## src/rtl/grn_node_lut.sv

```systemverilog
// Gene-regulatory-network node: programmable NIN-input LUT evaluated per channel with
// per-channel update divider and stability counter. Optional GRN_NODE_CHG_CNT_EN adds chg_cnt.
module grn_node_lut #(
  parameter int unsigned NCH     = 2,
  parameter int unsigned NIN     = 2,
  parameter int unsigned DIV_W   = 2,
  parameter int unsigned STB_W   = 4,
  parameter int unsigned STB_THR = 8
) (
  input  logic                   clk,
  input  logic                   rst,
  input  logic                   reset_nos,
  input  logic [NCH-1:0]         init_state,
  input  logic [NCH*DIV_W-1:0]   div,
  input  logic                   cfg_we,
  input  logic [(1<<NIN)-1:0]    cfg_lut,
  input  logic [NCH-1:0]         start,
  input  logic [NCH*NIN-1:0]     regs_in,
  output logic [NCH-1:0]         s,
  output logic [NCH-1:0]         changed,
  output logic [NCH-1:0]         stable
`ifdef GRN_NODE_CHG_CNT_EN
  ,
  output logic [NCH*16-1:0]      chg_cnt
`endif
);

  localparam int unsigned LUT_W = 1 << NIN;
  localparam logic [STB_W-1:0] STB_MAX = '1;
  localparam logic [STB_W-1:0] STB_THR_V = STB_W'(STB_THR);

  logic [LUT_W-1:0]              lut_q, lut_d;
  logic [NCH-1:0]                s_q, s_d;
  logic [NCH-1:0]                chg_q, chg_d;
  logic [NCH-1:0][DIV_W-1:0]     skip_q, skip_d;
  logic [NCH-1:0][STB_W-1:0]     stb_q, stb_d;
  logic [NCH-1:0]                nxt;

  // LUT lookup against the currently held table (a same-cycle write is not yet visible)
  always_comb begin
    nxt = '0;
    for (int unsigned c = 0; c < NCH; c++) begin
      nxt[c] = lut_q[regs_in[c*NIN +: NIN]];
    end
  end

  always_comb begin
    lut_d  = cfg_we ? cfg_lut : lut_q;
    s_d    = s_q;
    skip_d = skip_q;
    stb_d  = stb_q;
    chg_d  = '0;
    if (reset_nos) begin
      s_d    = init_state;
      skip_d = '0;
      stb_d  = '0;
    end else begin
      for (int unsigned c = 0; c < NCH; c++) begin
        if (start[c]) begin
          if (skip_q[c] == '0) begin
            s_d[c]    = nxt[c];
            skip_d[c] = div[c*DIV_W +: DIV_W];
            if (nxt[c] != s_q[c]) begin
              chg_d[c] = 1'b1;
              stb_d[c] = '0;
            end else if (stb_q[c] != STB_MAX) begin
              stb_d[c] = stb_q[c] + STB_W'(1);
            end
          end else begin
            skip_d[c] = skip_q[c] - DIV_W'(1);
          end
        end
      end
    end
  end

  always_ff @(posedge clk) begin
    if (rst) begin
      lut_q  <= '0;
      s_q    <= '0;
      chg_q  <= '0;
      skip_q <= '0;
      stb_q  <= '0;
    end else begin
      lut_q  <= lut_d;
      s_q    <= s_d;
      chg_q  <= chg_d;
      skip_q <= skip_d;
      stb_q  <= stb_d;
    end
  end

  always_comb begin
    stable = '0;
    for (int unsigned c = 0; c < NCH; c++) begin
      stable[c] = (stb_q[c] >= STB_THR_V);
    end
  end

  assign s       = s_q;
  assign changed = chg_q;

`ifdef GRN_NODE_CHG_CNT_EN
  logic [NCH-1:0][15:0] cnt_q, cnt_d;

  // Counts on the same edge that raises changed
  always_comb begin
    cnt_d = cnt_q;
    for (int unsigned c = 0; c < NCH; c++) begin
      if (reset_nos) begin
        cnt_d[c] = '0;
      end else if (chg_d[c] && (cnt_q[c] != 16'hFFFF)) begin
        cnt_d[c] = cnt_q[c] + 16'(1);
      end
    end
  end

  always_ff @(posedge clk) begin
    if (rst) begin
      cnt_q <= '0;
    end else begin
      cnt_q <= cnt_d;
    end
  end

  assign chg_cnt = cnt_q;
`endif

endmodule

```

## config.mk

```make
export PLATFORM = sky130hd
export DESIGN_NAME = grn_node_lut
export DESIGN_NICKNAME = d
export VERILOG_FILES = /design/src/rtl/grn_node_lut.sv
export SDC_FILE = /design/constraint.sdc
export NUM_CORES = 1
export LEC_CHECK = 0
export ABC_AREA = 1
export ABC_CLOCK_PERIOD_IN_PS = 3100
export CORE_AREA = 2 2 51 73
export CTS_CLUSTER_DIAMETER = 50
export DETAILED_ROUTE_END_ITERATION = 10
export DIE_AREA = 0 0 53 75
export SLEW_MARGIN = 0
export SYNTH_ARGS = -nofsm -noshare
export SYNTH_HDL_FRONTEND = slang
export SYNTH_SLANG_ARGS = --single-unit
```

## constraint.sdc

```tcl
create_clock -name clk -period 3.1 [get_ports clk]
set_input_delay 0.31 -clock clk [delete_from_list [all_inputs] [get_ports clk]]
set_output_delay 0.31 -clock clk [all_outputs]
set_load 0.02 [all_outputs]
```

# --- Word-level counts from Yosys, hierarchy flattened ---
# Cells that the tools add are included.
# W data, S select, Z words.
op_classes:
  magnitude_cmp: 4
  eq_ne: 4
  bitwise: 4
  n_addsub: 4
  muxes: 17
  n_reduce_logical: 15
ops:
  columns: ["operator", "n"]
  rows:
  - ["$mux W4", 4]
  - ["$reduce_bool A2 Y1", 6]
  - ["$add A4 B1 Y4 const B", 2]
  - ["$ge A4 B4 Y1 const B", 2]
  - ["$mux W1", 8]
  - ["$ne A4 B4 Y1 const B", 2]
  - ["$reduce_or A4 Y1", 2]
  - ["$lt A2 B3 Y1 const B", 2]
  - ["$mux W2", 3]
  - ["$reduce_and A3 Y1", 2]
  - ["$bmux W1 S2", 2]
  - ["$logic_not A2 Y1", 2]
  - ["$not A1 Y1", 4]
  - ["$reduce_and A2 Y1", 2]
  - ["$sub A2 B1 Y2 const B", 2]
  - ["$ne A1 B1 Y1", 2]
  - ["$reduce_or A2 Y1", 1]
totals:
  register_bits: 20
  elab_cells: 57

# --- Depth between registers and ports, before layout ---
# Gate-level depths: netlist of the first run.
logic_depth:
  ltp_word: 5
  depth_mapped: 9
  mapped_depth_nobuf: 9

# --- Least setup slack after synthesis of the first run ---
# Ideal clock, no wire load.
synth_path:
  path_type: "reg-to-reg"
  startpoint: "reg stb_q[0] (netlist name)"
  endpoint: "reg stb_q[0] (netlist name)"
  period_less_slack_ps: 1140
  required_ps: 2985
  setup_ps: 115
  slack_ps: 1960
  stages_incl_launch_ff: 7
  arrival_time_ps: 1025
  path_cell_list: "dfxtp_1 ha_1 nand2_1 nor2_1 nand3_4 a21oi_1 nor2_1"
synth_via:
  elab_chain_len: 3
  word_cells_on_any_way: 6
synth_lines:
  columns: ["element", "line_no", "rtl"]
  rows:
  - ["start, declared", "36", "logic [NCH-1:0][STB_W-1:0] stb_q, stb_d;"]
  - ["start signal, assigned", "89", "stb_q <= stb_d;"]
  - ["$add A4 B1 Y4 / $ne A4 B4 Y1 (equally long branches)", "67, 66", null]
  - ["$mux W4 / $reduce_bool A2 Y1 (equally long branches)", null, null]
  - ["$mux W4 / $reduce_and A3 Y1 (equally long branches)", null, null]
# Parallel ways exist; a longest one is shown, timed or not. The select of a mux whose other input is x is not followed.
# A chain may end at the register's enable or synchronous reset.

# --- Worst setup path in the final report of the first run ---
layout_path:
  startpoint: "reg s_q[1], in the netlist s[1]"
  endpoint: "out s[1]"
layout_lines:
  columns: ["element", "line_no", "rtl"]
  rows:
  - ["start, declared", "33", "logic [NCH-1:0] s_q, s_d;"]
  - ["start signal, assigned", "80", "s_q <= '0;"]
  - ["start signal, assigned", "86", "s_q <= s_d;"]
  - ["end, declared", "19", "output logic [NCH-1:0] s,"]
# No word-level cell between the ends.

==> key figures, run 1 <==
Timing
  • Slew margin rel.: 75.9%
  • Setup Skew: 0.00227 ns
  • Fmax: 618 MHz
  • Slew Limit Fails: 0
  • Worst-margin pin slew: 0.360 ns
  • Hold Fails Final Rpt: 0
  • Setup ws final: 1.48 ns
  • Setup TNS: 0 ns
  • RSZ-0062 raised after global routing: no
  • Min Hold Slack: 0.497 ns
  • Fin crit share: 52.2%
  • Minimum clock period: 1.62 ns
  • Final Setup Violations: 0

Floorplanning
  • Die Wd: 53 microns
  • # IOs: 26
  • Initial core utilization: 34.2%
  • Die area: 0.00398 sq mm
  • Die Y: 75 microns
  • Row Count: 25
  • Total core area: 0.00328 sq mm

Yosys
  • Top cell type's share of synthesized area: 35.6%
  • Top area cells in the synthesized netlist: dfxtp_1 (36%), nand2_1 (9.3%), nor2_1 (8.7%)
  • Ys async rst share: 0%
  • Yosys top cell by area: dfxtp_1
  • Cell count after synthesis: 161
  • Post-synth top cells: nand2_1 (28), nor2_1 (26), dfxtp_1 (20)
  • Primary FF master, synth: dfxtp_1
  • Seq/Total Area, Yosys: 35.6%
  • Ys Warns: 0
  • Mean Syn Cell Area: 6.99 sq um
  • Leading cell type by number of instances after synthesis: nand2_1
  • Post-synth EDFFs: 0
  • Mapped cell area: 0.00112 sq mm
  • Synth cell types: 17
  • Yosys reg bits: 20
  • Syn Nets: 185

Drt
  • Via count: 1063
  • DR pass1 iterations: 4
  • Total wire length: 2400 microns
  • DRC viols: 0
  • Wire length per cell: 10.6 microns
  • Vias per cell: 4.68
  • Final antenna-violating net count: 0
  • Starting DRT DRC Count: 32

Worst setup path
  • Critical Path AT: 1.31 ns
  • Reg2Reg Setup Slack: 1.80 ns
  • Critical-path top delay cell: clkdlybuf4s50_1
  • Crit Path Class: register to primary output
  • Family with the most delay on the worst path: buffers and inverters
  • RR Startpoint: stb_q[0]
  • Crit. End Element: primary output
  • Max incr delay on CP: 0.65 ns
  • RR Endpoint: stb_q[0]
  • Startpoint types: register
  • CP cell instances: clkdlybuf4s50_1
  • Critical-path maximum fanout: 4
  • Crit path buf inv count: 1
  • Critical Path Stages: 1
  • Critical Path RT: 2.79 ns
  • R2R cell count: 7

Clock tree
  • CTS tree: done
  • # resized after CTS: 0
  • Root buffer cell: clkbuf_8
  • H-Tree Depth: 1
  • Worst-path clk slew: 0.07 ns
  • Inserted Clock Buffers: 3
  • Worst-Skew Late Latency: 0.25 ns
  • CTS Sinks: 20
  • CTS Hold Bufs: 0
  • Clk buf depth: 2
  • Post-CTS Setup Repair Bufs: 0

Worst hold path
  • Hold Crit Endpoint: skip_q[3]
  • Cell depth of the worst hold path: 2
  • Hold Startpoint: skip_q[3]
  • Hold crit path type: register to register

Place
  • Port bufs: 25
  • Post-place setup slack: 1.45 ns
  • Post-DP HPWL: 1940 microns
  • Placer congestion estimate: 0.830

Global routing
  • GRT overflow: 0
  • Initial antenna violation count: 0
  • Global-route wire length before repair: 4110 microns
  • Largest net degree at the start of global routing: 11
  • GR Util All Layers: 13.7%
  • Vias in the first global route: 995

Final layout
  • Nets: 213
  • Share of cells above drive strength 1: 10.2%
  • Post-Route Utilization: 44.4%
  • Ant. Diodes: 0
  • Layout area overhead: 29.7%

Run
  • Max cap viols: 0

Pwr
  • Power per cell area: 388 mW/mm^2
  • LEAKAGE: 0.643 nW
  • Peak VDD IR: 0.238 mV

Run status
  • Status: finished clean
==> placed cells by master (no fill, tap or decap), drive strengths merged <==
master         instances
a21oi                 16
clkbuf                 3
clkdlybuf4s50         25
dfxtp                 20
ha                     4
inv                   22
nand2                 32
nand3                 22
nor2                  27
o21ai                 12
xor2                   4
==> registers in the layout, summed over array words and instances (netlist names) <==
signal and count:
stb_q 8, lut_q 4, skip_q 4, changed 2
s 2
==> where the power goes <==
group / internal [mW] / switching, mW
clock: 0.0863 / 0.0791
combinational: 0.0560 / 0.0628
sequential: 0.270 / 0.0124
==> per-layer routing <==
metal	wire length, microns	GRT usage [%]	vias up
li1	-	-	563
met1	958	14.4	472
met2	1300	26.7	24
met3	107	2.18	4
met4	35	5.13	0
met5	0	0	-
==> area by class of cell <==
type,count,area (sq um)
Inverter,22,82.6
Sequential cell,20,400
Clock buffer,3,41.3
Fill cell,348,1830
Tap cell,40,50.0
Timing Repair Buffer,25,250
Multi-Input combinational cell,117,634
==> logic make-up (layout without fill, tap and decap cells) <==
| family | count (synthesis) | after routing | synth area share, % |
|---|---|---|---|
| DFF | 20 | 20 | 35.6 |
| adders and majority gates | 4 | 4 | 4.45 |
| AOI/OAI and AO/OA | 28 | 28 | 12.5 |
| and+or+nand+nor | 81 | 81 | 36.4 |
| xor gates and xnor gates | 4 | 4 | 3.11 |
| buffers and inverters | 24 | 50 | 8.01 |
==> per-stage QoR <==
step | power, mW | std cells | cell area (sq um)
2_1_floorplan | 0.358 | 161 | 1120
3_3_place_gp | 0.407 | 224 | 1420
3_5_place_dp | 0.408 | 224 | 1420
4_1_cts | 0.579 | 227 | 1460
5_1_grt | 0.603 | 227 | 1460
6_report | 0.566 | 227 | 1460
==> worst max-delay path by stage <==
stage / end / slack [ns] / from
floorplan: stb_q[0] / 1.96 / stb_q[0]
global placement: stb_q[3] / 1.49 / regs_in[0]
detailed placement: stb_q[3] / 1.45 / reset_nos
CTS: s[0] / 1.46 / s[0]
global route: s[0] / 1.41 / s[0]
finish: s[1] / 1.48 / s[1]
Note: power is estimated with default switching activity, not from simulation.
==> inputs of run 2 (changes only) <==
Settings changed: ABC_CLOCK_PERIOD_IN_PS 3100 to 1700.
Clock period 3.1 ns to 1.7 ns, I/O delays scaled along.
==> key figures, run 2 (synthesized netlist as in run 1, its figures left out) <==
Run status
  • Status: finished clean

Worst setup path
  • R2R cell count: 6
  • Critical Path AT: 1.32 ns
  • CP cell instances: clkdlybuf4s50_1
  • RR Endpoint: stb_q[1]
  • Reg2Reg Setup Slack: 0.41 ns
  • Crit. End Element: primary output
  • Critical-path maximum fanout: 4
  • RR Startpoint: stb_q[1]
  • Crit Path Class: register to primary output
  • Critical Path RT: 1.53 ns
  • Critical Path Stages: 1
  • Max incr delay on CP: 0.65 ns
  • Family with the most delay on the worst path: buffers and inverters
  • Critical-path top delay cell: clkdlybuf4s50_1
  • Crit path buf inv count: 1
  • Startpoint types: register

Clock tree
  • # resized after CTS: 0
  • Worst-path clk slew: 0.08 ns
  • CTS Hold Bufs: 0
  • Clk buf depth: 2
  • Post-CTS Setup Repair Bufs: 0
  • Worst-Skew Late Latency: 0.25 ns
  • Root buffer cell: clkbuf_8
  • Inserted Clock Buffers: 3
  • CTS Sinks: 20
  • H-Tree Depth: 1
  • CTS tree: done

Final layout
  • Layout area overhead: 31.6%
  • Max reg flops: 8
  • Commonest cells after routing, fill and taps aside: nand2_1 (28), nor2_1 (26), clkdlybuf4s50_1 (25)
  • FILL cells: 351
  • Nets: 214
  • Largest regs: stb_q: 8 flops, lut_q: 4 flops, skip_q: 4 flops
  • Ant. Diodes: 0
  • Reg with most FFs: stb_q
  • Most common cell after layout, fill and taps aside: nand2_1
  • Share of cells above drive strength 1: 11.1%

Drt
  • DR pass1 iterations: 4
  • DRC viols: 0
  • Via count: 1089
  • Starting DRT DRC Count: 26
  • Final antenna-violating net count: 0
  • Vias per cell: 4.76
  • Total wire length: 2460 microns
  • Wire length per cell: 10.8 microns

Timing
  • Hold Fails Final Rpt: 0
  • Final Setup Violations: 0
  • Fmax: 672 MHz
  • Minimum clock period: 1.49 ns
  • Fin crit share: 87.5%
  • Slew Limit Fails: 0
  • Worst-margin pin slew: 0.238 ns
  • Setup TNS: 0 ns
  • RSZ-0062 raised after global routing: no
  • Slew margin rel.: 84.1%
  • Setup Skew: 0.00200 ns

Floorplanning
  • Total core area: 0.00328 sq mm
  • # IOs: 26
  • Die Y: 75 microns
  • Initial core utilization: 34.2%
  • Die Wd: 53 microns
  • Die area: 0.00398 sq mm
  • Row Count: 25

Global routing
  • Global-route wire length before repair: 4230 microns
  • Layer with the highest usage: met2
  • Largest net degree at the start of global routing: 12
  • M1 GR Usage: 15.2%
  • Met2 Track Usage GR: 26.8%
  • GR Util All Layers: 13.8%
  • Met3 usage: 1.59%
  • Initial antenna violation count: 0
  • Vias in the first global route: 1043
  • GRT overflow: 0

Pwr
  • Design Power: 1.09 mW
  • Switching part of the total power: 26.7%
  • Internal power: 801 uW
  • Sequential power share: 47.0%
  • Power per cell area: 738 mW/mm^2
  • Peak VDD IR: 0.489 mV
  • NetSw: 291 uW
  • Comb power frac: 20.2%
  • Clock power frac: 32.8%
  • LEAKAGE: 0.655 nW

Place
  • Port bufs: 25
  • Post-DP HPWL: 1980 microns
  • Placer congestion estimate: 0.815

Worst hold path
  • Hold Startpoint: div[1]
  • Cell depth of the worst hold path: 3
  • Hold Crit Endpoint: skip_q[1]
  • Hold crit path type: primary input to register

Run
  • Max cap viols: 0
==> run 2: cell types whose count changed in the layout (fill, tap and decap cells not counted), sizes merged <==
cell	delta
clkbuf	+1
buf	+1
==> run 2: per-stage QoR <==
step / util, % / setup slack (ns) / cell area (sq um) / hold slack, ns / instances
final: 45.1 / 0.212 / 1480 / 0.484 / 229
after global routing: 45.1 / 0.152 / 1480 / 0.490 / 229
after CTS: 45.1 / 0.194 / 1480 / 0.486 / 229
after detailed placement: 43.4 / 0.209 / 1430 / 0.490 / 225
after global placement: 43.4 / 0.235 / 1430 / 0.473 / 225
after floorplan: - / 0.560 / 1120 / 0.242 / 161
==> run 2: routing by layer <==
metal,up-vias,routed length (microns)
met2,26,1320
met5,-,0
li1,575,-
met1,486,1030
met4,0,16
met3,2,103
==> run 2: area by class of cell <==
class	instances	area (sq um)	area share, %
Multi-Input combinational cell	117	634	42.9
Tap cell	40	50.0	3.38
Inverter	22	82.6	5.58
Sequential cell	20	400	27.0
Timing Repair Buffer	26	258	17.4
Clock buffer	4	55.1	3.72
==> run 2: worst min-delay path, delay by kind of cell <==
kind                   cells  cell delay [ns]
buffers and inverters      1             0.40
and+or+nand+nor            1             0.06
AOI/OAI and AO/OA          1             0.05
==> run 2: power groups by stage <==
stage	combinational, mW	clock, mW	sequential [mW]
2_1_floorplan	0.128	0	0.525
3_3_place_gp	0.216	0	0.525
3_5_place_dp	0.221	0	0.525
4_1_cts	0.222	0.369	0.514
5_1_grt	0.248	0.387	0.517
6_report	0.220	0.358	0.514
==> run 2: worst max path at each step <==
stage / slack (ns) / start / to
5_1_grt: 0.15 / s[1] / s[1]
4_1_cts: 0.19 / s[1] / s[1]
2_1_floorplan: 0.56 / stb_q[0] / stb_q[0]
6_report: 0.21 / s[1] / s[1]
3_3_place_gp: 0.24 / regs_in[2] / stb_q[7]
3_5_place_dp: 0.21 / regs_in[0] / stb_q[3]
==> inputs of run 3 (changes only) <==
--- a/config.mk
+++ b/config.mk
@@ -13,2 +13,3 @@
 export DIE_AREA = 0 0 53 75
+export HOLD_SLACK_MARGIN = 0.06
 export SLEW_MARGIN = 0
==> constraint.sdc (replaced) <==
create_clock -name clk -period 1.7 [get_ports clk]
set_input_delay 0.255 -clock clk [delete_from_list [all_inputs] [get_ports clk]]
set_output_delay 0.255 -clock clk [all_outputs]
set_load 0.02 [all_outputs]
==> key figures, run 3 (synthesized netlist as in run 1, its figures left out) <==
Clock tree
  • Root buffer cell: clkbuf_8
  • Post-CTS Setup Repair Bufs: 0
  • Inserted Clock Buffers: 3
  • CTS Hold Bufs: 0
  • Worst-Skew Late Latency: 0.25 ns
  • Worst-path clk slew: 0.07 ns
  • H-Tree Depth: 1
  • CTS Sinks: 20
  • # resized after CTS: 0
  • CTS tree: done
  • Clk buf depth: 2

Timing
  • Slew margin rel.: 84.3%
  • Setup ws final: 0.138 ns
  • RSZ-0062 raised after global routing: no
  • Minimum clock period: 1.56 ns
  • Worst-margin pin slew: 0.234 ns
  • Fin crit share: 91.9%
  • Setup TNS: 0 ns
  • Setup Skew: 0.00405 ns
  • Hold Fails Final Rpt: 0
  • Final Setup Violations: 0
  • Slew Limit Fails: 0
  • Fmax: 640 MHz

Worst setup path
  • CP cell instances: clkdlybuf4s50_1
  • Critical Path AT: 1.31 ns
  • Critical-path top delay cell: clkdlybuf4s50_1
  • Crit. End Element: primary output
  • Startpoint types: register
  • Max incr delay on CP: 0.65 ns
  • Family with the most delay on the worst path: buffers and inverters
  • Crit Path Class: register to primary output
  • Critical Path RT: 1.44 ns
  • Critical-path maximum fanout: 4
  • Crit path buf inv count: 1

Place
  • Placed instance area: 0.00143 sq mm
  • Placer congestion estimate: 0.815
  • Port bufs: 25
  • Post-DP HPWL: 1950 microns
  • Post-place setup slack: 0.107 ns

Global routing
  • GR Util All Layers: 13.8%
  • Vias in the first global route: 1021
  • GRT overflow: 0
  • Initial antenna violation count: 0
  • Global-route wire length before repair: 4140 microns
  • Largest net degree at the start of global routing: 11

Drt
  • Vias per cell: 4.69
  • Final antenna-violating net count: 0
  • Starting DRT DRC Count: 14
  • Via count: 1069
  • DR pass1 iterations: 4
  • Total wire length: 2430 microns
  • DRC viols: 0
  • Wire length per cell: 10.7 microns

Floorplanning
  • Die Y: 75 microns
  • Die Wd: 53 microns
  • Die area: 0.00398 sq mm
  • # IOs: 26
  • Initial core utilization: 34.2%
  • Row Count: 25
  • Total core area: 0.00328 sq mm

Final layout
  • Nets: 214
  • Post-route cell area: 0.00147 sq mm
  • Reg with most FFs: stb_q
  • Most common cell after layout, fill and taps aside: nand2_1
  • Ant. Diodes: 0
  • Commonest cells after routing, fill and taps aside: nand2_1 (28), nor2_1 (26), clkdlybuf4s50_1 (25)
  • Max reg flops: 8
  • Largest regs: stb_q: 8 flops, lut_q: 4 flops, skip_q: 4 flops
  • Layout area overhead: 30.4%
  • Share of cells above drive strength 1: 10.6%

Run status
  • Status: finished clean

Pwr
  • Power per cell area: 704 mW/mm^2
  • LEAKAGE: 0.648 nW
  • Peak VDD IR: 0.434 mV

Worst hold path
  • Hold crit path type: register to register

Run
  • Max cap viols: 0
-- run 3: final timing paths --
check             startpoint  slack [ns]  cells after the start        end
hold reg to reg    skip_q[2]        0.50                      2  skip_q[2]
hold / removal     skip_q[2]        0.50                      2  skip_q[2]
setup / recovery        s[1]        0.14                      1       s[1]
setup reg to reg    stb_q[0]        0.41                      6   stb_q[1]
-- run 3: routing by layer --
metal,wire (microns),GRT usage (%),vias to the layer above
met2,1270,25.8,26
met1,1030,15.3,476
met3,105,1.98,2
li1,-,-,565
met5,0,0,-
met4,25,5.13,0
-- run 3: per-stage QoR --
| stage | power (mW) | cells | utilization [%] | hold slack [ns] |
|---|---|---|---|---|
| final | 1.03 | 228 | 44.6 | 0.499 |
| after global routing | 1.09 | 228 | 44.6 | 0.520 |
| after CTS | 1.05 | 228 | 44.6 | 0.502 |
| after detailed placement | 0.746 | 225 | 43.4 | 0.491 |
| after global placement | 0.741 | 225 | 43.4 | 0.473 |
| after floorplan | 0.653 | 161 | - | 0.327 |
-- run 3: power by group --
part           internal [mW]  total, mW  switching, mW
logic                  0.104      0.220          0.116
registers              0.492      0.514         0.0223
clock network          0.157      0.299          0.142
-- run 3: area by class of cell --
cell class / count / area, sq um
timing repair buffer: 26 / 258
fill: 345 / 1820
tap: 40 / 50.0
multi-input combinational: 117 / 634
inverter: 22 / 82.6
sequential: 20 / 400
clock buffer: 3 / 41.3
